[config.mk]
export PLATFORM = sky130hd
export DESIGN_NAME = bin_to_bcd_seq
export DESIGN_NICKNAME = d
export VERILOG_FILES = /design/src/rtl/bin_to_bcd_seq_pkg.sv /design/src/rtl/bin_to_bcd_seq_digit_adjust.sv /design/src/rtl/bin_to_bcd_seq.sv
export SDC_FILE = /design/constraint.sdc
export NUM_CORES = 1
export LEC_CHECK = 0
export CAP_MARGIN = 20
export CORE_UTILIZATION = 62
export DETAILED_ROUTE_END_ITERATION = 12
export DONT_BUFFER_PORTS = 1
export MAX_ROUTING_LAYER = met4
export PLACE_DENSITY_LB_ADDON = 0.1
export SYNTH_ARGS = -nofsm -noshare
export SYNTH_HDL_FRONTEND = slang
export SYNTH_HIERARCHICAL = 1
export SYNTH_SLANG_ARGS = --single-unit
[constraint.sdc]
create_clock -name clk -period 1.6 [get_ports clk]
set_input_delay 0 -clock clk [delete_from_list [all_inputs] [get_ports clk]]
set_output_delay 0 -clock clk [all_outputs]
set_load 0.01 [all_outputs]
[src/rtl/bin_to_bcd_seq_pkg.sv]
// Shared constants and state encoding for the iterative binary-to-BCD converter.
package bin_to_bcd_seq_pkg;

    localparam int unsigned BCD_W      = 4;
    localparam int unsigned ADJ_THRESH = 5;
    localparam int unsigned ADJ_ADD    = 3;

    typedef enum logic {
        IDLE  = 1'b0,
        SHIFT = 1'b1
    } state_t;

endpackage

[src/rtl/bin_to_bcd_seq_digit_adjust.sv]
// Double-dabble digit correction: add 3 to any BCD digit of 5 or more before the shift.
module bcd_digit_adjust
    import bin_to_bcd_seq_pkg::*;
(
    input  logic [BCD_W-1:0] digit,
    output logic [BCD_W-1:0] adj_c
);

    always_comb begin
        adj_c = digit;
        if (digit >= BCD_W'(ADJ_THRESH)) begin
            adj_c = digit + BCD_W'(ADJ_ADD);
        end
    end

endmodule

[src/rtl/bin_to_bcd_seq.sv]
// Sequential binary-to-BCD converter, one double-dabble step per clock with start/done handshake.
module bin_to_bcd_seq
    import bin_to_bcd_seq_pkg::*;
#(
    parameter int unsigned WIDTH  = 13,
    parameter int unsigned DIGITS = 4
) (
    input  logic             clk,
    input  logic             rst,
    input  logic             start,
    input  logic [WIDTH-1:0] bin,
    output logic             busy,
    output logic             done,
    output logic [3:0]       thousands,
    output logic [3:0]       hundreds,
    output logic [3:0]       tens,
    output logic [3:0]       ones
);

    localparam int unsigned SCR_W = BCD_W * DIGITS;
    localparam int unsigned CNT_W = $clog2(WIDTH + 1);
    localparam int unsigned OUT_W = 4 * BCD_W;

    state_t             state_q, state_d;
    logic [WIDTH-1:0]   bin_q, bin_d;
    logic [SCR_W-1:0]   scr_q, scr_d;
    logic [CNT_W-1:0]   cnt_q, cnt_d;
    logic [OUT_W-1:0]   out_q, out_d;
    logic               busy_d, done_d;
    logic [SCR_W-1:0]   scr_adj_c;
    logic [SCR_W-1:0]   scr_shift_c;

    for (genvar g = 0; g < DIGITS; g++) begin : g_adj
        bcd_digit_adjust u_adj (
            .digit (scr_q[g*BCD_W +: BCD_W]),
            .adj_c (scr_adj_c[g*BCD_W +: BCD_W])
        );
    end

    // Adjusted scratch shifted left, taking the next binary MSB in at the bottom.
    assign scr_shift_c = {scr_adj_c[SCR_W-2:0], bin_q[WIDTH-1]};

    always_ff @(posedge clk) begin
        if (rst) begin
            state_q <= IDLE;
            bin_q   <= '0;
            scr_q   <= '0;
            cnt_q   <= '0;
            out_q   <= '0;
            busy    <= 1'b0;
            done    <= 1'b0;
        end else begin
            state_q <= state_d;
            bin_q   <= bin_d;
            scr_q   <= scr_d;
            cnt_q   <= cnt_d;
            out_q   <= out_d;
            busy    <= busy_d;
            done    <= done_d;
        end
    end

    always_comb begin
        state_d = state_q;
        bin_d   = bin_q;
        scr_d   = scr_q;
        cnt_d   = cnt_q;
        out_d   = out_q;
        busy_d  = busy;
        done_d  = 1'b0;
        case (state_q)
            IDLE: begin
                if (start) begin
                    bin_d   = bin;
                    scr_d   = '0;
                    cnt_d   = CNT_W'(WIDTH);
                    busy_d  = 1'b1;
                    state_d = SHIFT;
                end
            end
            SHIFT: begin
                bin_d = {bin_q[WIDTH-2:0], 1'b0};
                scr_d = scr_shift_c;
                cnt_d = cnt_q - CNT_W'(1);
                // Last step publishes the finished digits directly, no extra state.
                if (cnt_q == CNT_W'(1)) begin
                    out_d   = OUT_W'(scr_shift_c);
                    done_d  = 1'b1;
                    busy_d  = 1'b0;
                    state_d = IDLE;
                end
            end
        endcase
    end

    assign thousands = out_q[3*BCD_W +: BCD_W];
    assign hundreds  = out_q[2*BCD_W +: BCD_W];
    assign tens      = out_q[1*BCD_W +: BCD_W];
    assign ones      = out_q[0*BCD_W +: BCD_W];

endmodule

; After elaboration in Yosys (flattened, before gate mapping)
; Cells that the tools add are included.
[classes]
n_lt_le_gt_ge = 4
mux = 17
addsub = 5
n_eq_ne = 3
n_bitwise = 1
reduce_logical = 3
[ops]
columns = operator, count
row1 = $pmux 16 s2, 1
row2 = $pmux 13 s2, 1
row3 = $ge 4x3->1 const B, 4
row4 = $mux 16, 1
row5 = $mux 4, 4
row6 = $mux 13, 1
row7 = $add 4x2->4 const B, 3
row8 = $pmux 4 s2, 1
row9 = $mux 1, 5
row10 = $eq 4x1->1 const B, 1
row11 = $pmux 1 s2, 2
row12 = $reduce_and 2->1, 2
row13 = $sub 4x1->4 const B, 1
row14 = $add 3x2->3 const B, 1
row15 = $mux 3, 1
row16 = $ne 2x1->1 const B, 1
row17 = $ne 2x2->1 const B, 1
row18 = $reduce_or 2->1, 1
row19 = $not 1->1, 1
[word_totals]
in_bits = 16
regBits = 52

; Longest topological paths before layout
; Gate-level depths: netlist of run 1.
[logic_depth]
word_depth = 3
ltp_mapped = 7

; Modules after synthesis
; The synthesis of run 1 kept the hierarchy.
[modules_own_cells]
columns = module, seq_area_each_um2, instances, area_per_inst_um2, cells_each
row1 = bin_to_bcd_seq, 1041.0, 1, 2037.0, 193
row2 = bcd_digit_adjust, 0.0, 4, 101.3, 16

; Least setup slack after synthesis of run 1
; No wires, ideal clock.
[synth_path]
kind = reg-to-reg
start = register cnt_q[1]
end = register out_q[11]
setup_ns = 0.117
arrival_ns = 1.221
stages_incl_launch_ff = 7
t_required_ns = 1.483
path_slack_ns = 0.262
n_path_buf = 2
cell_sequence = dfxtp_1 > inv_1 > ha_1 > and4b_1 > buf_6 > buf_8 > a22o_1
[synth_between]
elab_chain_len = 2
[synth_lines]
columns = item, line_no
row1 = "start, declared", bin_to_bcd_seq.sv:27  ; logic [CNT_W-1:0] cnt_q, cnt_d;
row2 = "start signal, assigned", bin_to_bcd_seq.sv:56  ; cnt_q <= cnt_d;
row3 = $eq 4x1->1, bin_to_bcd_seq.sv:86  ; if (cnt_q == CNT_W'(1)) begin
row4 = $reduce_and 2->1 (no line), n/a
row5 = "end signal, assigned", bin_to_bcd_seq.sv:57  ; out_q <= out_d;
row6 = "end, declared", bin_to_bcd_seq.sv:28  ; logic [OUT_W-1:0] out_q, out_d;
; No other way between the ends.
; A chain may end at the register's enable or synchronous reset.

; Final worst setup path of run 1
[layout_path]
start = register scr_q[1]
end = register scr_q[2]
[layout_between]
elab_chain_len = 3
elab_cells_between_ends = 4
classes_between = add/sub (1) / order compare (1) / mux (2)
[layout_lines]
columns = item, line_no
row1 = "start, declared", bin_to_bcd_seq.sv:26  ; logic [SCR_W-1:0] scr_q, scr_d;
row2 = "start signal, assigned", bin_to_bcd_seq.sv:55  ; scr_q <= scr_d;
row3 = $add 4x2->4 or $ge 4x3->1 (tied branches), "bin_to_bcd_seq_digit_adjust.sv:12, bin_to_bcd_seq_digit_adjust.sv:11"
row4 = $mux 4 (*), bin_to_bcd_seq_digit_adjust.sv:11  ; if (digit >= BCD_W'(ADJ_THRESH)) begin
row5 = named net scr_adj_c[1], bin_to_bcd_seq.sv:30  ; logic [SCR_W-1:0] scr_adj_c;
row6 = $pmux 16 s2 (*), bin_to_bcd_seq.sv:71  ; case (state_q)
; The timed path passes the listed nets; every way through them passes the cells marked *.

==> results of run 1 <==
flip-flops by register name, indices dropped and copies added (netlist names):
signal,count
busy,1
done,1
out_q,16
state_q,1
bin_q,13
scr_q,16
cnt_q,4
routing by layer:
metal	up-vias	global-route usage
met1	832	0.2982
met3	10	0.05458
met4	0	0.1139
li1	897	-
met5	-	-
met2	29	0.3947
area by class of cell:
| type | count | area, um2 | share of cell area |
|---|---|---|---|
| repair buffers | 21 | 215.2 | 0.07974 |
| well taps | 48 | 60.06 | 0.02225 |
| clock inverters | 2 | 35.03 | 0.01298 |
| flip-flops and latches | 52 | 1042 | 0.3862 |
| inverters | 10 | 37.54 | 0.01391 |
| clock buffers | 6 | 72.57 | 0.02689 |
| multi-input cells | 175 | 1236 | 0.4580 |
final timing paths:
kind / endpoint / slack, ns / cells past startpoint
min: bin_q[11]$_SDFFE_PP0P_ / 0.03 / 3
max reg2reg: scr_q[2]$_SDFFE_PP0P_ / 0.13 / 7
max: scr_q[2]$_SDFFE_PP0P_ / 0.13 / 7
min reg2reg: bin_q[7]$_SDFFE_PP0P_ / 0.50 / 2
what timing repair did:
item / in CTS / in global routing
setup buffers: 0 / 0
hold buffers: 15 / 0
endpoints found under the setup margin: 0 / 17
gates resized for setup: 0 / 1
hold endpoints to repair: 35 / 0
power by group:
| part | total (mW) | internal, mW | switching (mW) |
|---|---|---|---|
| clock network | 0.884 | 0.464 | 0.419 |
| registers | 1.37 | 1.33 | 0.0345 |
| logic | 0.253 | 0.126 | 0.127 |
worst max-delay path, delay by kind of cell (launching register included):
kind                     cells  cell delay, ns
adder cells (fa/ha/maj)      1            0.17
AND/OR/NAND/NOR              2            0.25
multiplexers                 1            0.26
flip-flops                   1            0.36
buffers and inverters        1            0.08
AO/OA/AOI/OAI                2            0.29
==> results.yml, run 1 <==
worst_setup_path:
  cp.arrival_ns: 1.72
  cp_cell_sequence: "inv_1, ha_1, nand2b_1, a21oi_2, mux2i_1, a21oi_1, nor2_1"
  critPathMaxFanout: 3
  r2r_start: "scr_q[1]$_SDFFE_PP0P_"
  end_kind: "flip-flop"
  max_stage_delay_ns: 0.36
  critPathSlowestCell: "dfxtp_1"
  critical_path_class: "reg2reg"
  cp-startpoint: "scr_q[1]$_SDFFE_PP0P_"
  startpoint_type: "flip-flop"
  critPathRequiredTime_ns: 1.85
global_route:
  grt_pass1_wl_um: 7769
  grt_max_degree: 35
  grt_pass1_vias: 1701
  grtUsageTotal: 0.2477
  grt_overflow: 0
  antenna_found_initial: 0
cells_and_area:
  final_cell_mix: "dfxtp_1 (51), nor2_1 (35), a21oi_1 (18)"
  antenna_cells: 0
  final_area_um2: 2699
  finalNonFillerCells: 314
  mostFrequentLayoutCell: "dfxtp_1"
  post-route-util: 0.7263
  drive_gt1_frac: 0.1353
  areaGrowthSynthToFinish_pct: 11.42
  fillers: 287
  final_nets: 291
placed_design:
  place_area_um2: 2420
  dpl.hpwl_um: 2762
  place.gp.congestion: 0.7958
  io_buffers: 0
  place_inst: 291
  post-place-ws_ns: 0.06816
sta:
  setup_viol: 0
  worst_pin_slew_ns: 0.3332
  slew_violations: 0
  hold_viol: 0
  finalWorstSetupSlack_ns: 0.1338
  post-route-period-util: 0.9163
  max_freq_mhz: 682.1
  timing.hold.ws_ns: 0.02902
  tns_ns: 0
  layout_min_cycle_time_ns: 1.466
  rsz0062_at_grt: "false"
  maxSlewHeadroom: 0.7778
  fin_worst_skew_ns: 0.005578
floorplan:
  num_rows: 22
  floorplan.die_area_um2: 4161
  die_y_um: 64.51
  coreArea_um2: 3716
  initial_core_util: 0.6519
  die_w_um: 64.51
  num_io_pins: 34
synth:
  netlist_instances: 253
  syn-cell-area_um2: 2422
  synth_nets: 279
  syn_avg_cell_area_um2: 9.574
  yosys_warnings: 6
route:
  ant_nets: 0
  drt_iter0_markers: 50
  met2WireLength_um: 2197
  highest_layer: "met4"
  wl_per_cell_um: 14.26
  drtPass1Iterations: 4
  drt_wl_total_um: 4479
  route.layer.met1.wl_um: 2050
  via_per_inst: 5.631
  wl_met3_um: 138
  drc_errors: 0
  num_vias: 1768
clock_network:
  cts_tree: "yes"
  cts_buffers: 5
  clk_pin_slew_ns: 0.09
  htreeDepth: 2
  clk_latency_ns: 0.31
  cts_sinks: 52
  clockBufferDepth: 2
  cts_root_buf: "clkbuf_8"
outcome:
  outcome: "complete, no violations"
min_path:
  hold_class: "in2reg"
  min_from: "bin[11]"
power_and_ir_drop:
  total_power_mw: 2.504
  leakage_nw: 1.084
  ir_drop_uv: 611.2
  power_density_nw_per_um2: 927.8
flow_run:
  maxCapViolCount: 0
No activity file was read; power rests on OpenSTA's default activity.
==> inputs of run 2 (changes only) <==
==> constraint.sdc (replaced) <==
create_clock -name clk -period 1.4 [get_ports clk]
set_input_delay 0 -clock clk [delete_from_list [all_inputs] [get_ports clk]]
set_output_delay 0 -clock clk [all_outputs]
set_load 0.01 [all_outputs]
==> run 2 against run 1 <==
Against the previous run: register-to-register slack got worse by 0.14 ns; clock power is 2% higher; first-iteration DRC count increased by 120%; critical path type unchanged; fmax is 4.6% higher; sequential share of layout area is 2.1 points lower; the flow now finishes with violations (setup timing).
==> results.yml, run 2 (synthesis results as in run 1) <==
cells_and_area:
  antenna_cells: 0
  final_nets: 293
  reg_top3: "out_q: 16 flops, scr_q: 16 flops, bin_q: 13 flops"
  fillers: 262
  finalNonFillerCells: 315
  areaGrowthSynthToFinish_pct: 19.06
  final_cell_mix: "dfxtp_1 (43), nor2_1 (35), a21oi_1 (18)"
  mostFrequentLayoutCell: "dfxtp_1"
  drive_gt1_frac: 0.2472
  final_area_um2: 2884
worst_setup_path:
  end_kind: "flip-flop"
  critPathSlowestCell: "dfxtp_2"
  r2r_slack_ns: -0.002
  max_stage_delay_ns: 0.37
  cp.arrival_ns: 1.65
  r2r_cells: 7
  cp_cell_sequence: "inv_1, ha_4, nand2b_4, a21oi_4, mux2i_2, a21oi_1, nor2_1"
  r2r_end: "scr_q[6]$_SDFFE_PP0P_"
  r2r_start: "scr_q[4]$_SDFFE_PP0P_"
  critPathMaxFanout: 5
  critical_path_class: "reg2reg"
  startpoint_type: "flip-flop"
  critPathRequiredTime_ns: 1.64
placed_design:
  dpl.hpwl_um: 2791
  post-place-ws_ns: -0.05547
  place_inst: 293
  io_buffers: 0
  place.gp.congestion: 0.8623
  place_area_um2: 2447
global_route:
  antenna_found_initial: 0
  grt_pass1_wl_um: 7514
  grt_overflow: 0
  grt_pass1_vias: 1704
  grtUsageTotal: 0.2393
  grt_max_degree: 35
floorplan:
  num_rows: 22
  floorplan.die_area_um2: 4161
  die_y_um: 64.51
  initial_core_util: 0.6519
  coreArea_um2: 3716
  die_w_um: 64.51
  num_io_pins: 34
flow_run:
  maxCapViolCount: 0
clock_network:
  cts_sinks: 52
  cts_root_buf: "clkbuf_8"
  clk_pin_slew_ns: 0.09
  clk_latency_ns: 0.30
  htreeDepth: 2
  cts_tree: "yes"
  cts_buffers: 5
  clockBufferDepth: 2
power_and_ir_drop:
  total_power_mw: 2.764
  leakage_nw: 1.102
  ir_drop_uv: 805.5
  power_density_nw_per_um2: 958.5
route:
  drtPass1Iterations: 4
  drc_errors: 0
  drt_wl_total_um: 4820
  via_per_inst: 5.730
  num_vias: 1805
  ant_nets: 0
  wl_per_cell_um: 15.30
  drt_iter0_markers: 110
outcome:
  outcome: "complete, but fails checks"
  violations: "setup timing"
sta:
  finalWorstSetupSlack_ns: -0.001520
  fin_worst_skew_ns: 0.005786
  worst_pin_slew_ns: 0.3408
  layout_min_cycle_time_ns: 1.402
  maxSlewHeadroom: 0.7728
  post-route-period-util: 1.001
  slew_violations: 0
  rsz0062_at_grt: "true"
  max_freq_mhz: 713.5
  setup_viol: 1
  hold_viol: 0
min_path:
  min_from: "start"
  min_delay_path_depth: 3
  whs_endpoint: "bin_q[11]$_SDFFE_PP0P_"
  hold_class: "in2reg"
==> run 2: cell count changes in the layout (fill, tap and decap cells not counted), sizes merged <==
cell         previous run  this run
buf                     8        11
bufinv                  1         0
clkbuf                  6         7
clkinv                  1         0
dlygate4sd3            13        12
==> run 2: worst max-delay path by stage <==
stage / start / end / cells after the start
detailed placement: scr_q[5]$_SDFFE_PP0P_ / scr_q[6]$_SDFFE_PP0P_ / 7
global route: scr_q[4]$_SDFFE_PP0P_ / scr_q[6]$_SDFFE_PP0P_ / 7
finish: scr_q[4]$_SDFFE_PP0P_ / scr_q[6]$_SDFFE_PP0P_ / 7
CTS: scr_q[13]$_SDFFE_PP0P_ / scr_q[14]$_SDFFE_PP0P_ / 7
global placement: scr_q[1]$_SDFFE_PP0P_ / scr_q[2]$_SDFFE_PP0P_ / 7
floorplan: cnt_q[1]$_SDFFE_PP0P_ / out_q[11]$_SDFFE_PP0P_ / 6
==> run 2: per-stage QoR <==
step                      hold WS, ns    util    TNS, ns
final                        0.004211  0.7761  -0.001520
after global routing          0.02423  0.7761    -0.4459
after global placement        0.07498  0.6586   -0.01472
after detailed placement      0.07765  0.6586    -0.1527
after CTS                    0.002472  0.7380          0
after floorplan                0.1953       -          0
==> run 2: what timing repair did <==
item                                    in CTS  in global routing
gates cloned                                 0                  0
hold buffers                                14                  0
endpoints found under the setup margin       6                 21
pin swaps                                    5                 13
buffers inserted                             0                  1
resized for setup                            9                 32
hold endpoints to repair                    35                  0
==> run 2: per-layer routing <==
layer	GRT usage	vias up	wire length [um]
met1	0.2689	856	2142
met2	0.4224	30	2500
li1	-	915	-
met3	0.05106	4	130
met5	-	-	0
met4	0.07500	0	47
==> run 2: final cells by class <==
| type | count | area, um2 | area share |
|---|---|---|---|
| inverters | 10 | 45.04 | 0.01562 |
| clock buffers | 7 | 96.34 | 0.03341 |
| multi-input cells | 175 | 1390 | 0.4820 |
| flip-flops and latches | 52 | 1052 | 0.3649 |
| well taps | 48 | 60.06 | 0.02082 |
| repair buffers | 23 | 240.2 | 0.08330 |
==> run 2: critical path, delay by kind of cell (launching register included) <==
family	cells	cell delay [ns]
buf+inv	1	0.12
simple gates	2	0.15
fa+ha+maj	1	0.17
compound gates	2	0.27
flops	1	0.37
mux	1	0.26
==> run 2: power breakdown <==
part           internal, mW  total, mW  switching, mW
combinational         0.151      0.294          0.142
sequential             1.52       1.57         0.0437
clock                 0.441      0.903          0.462
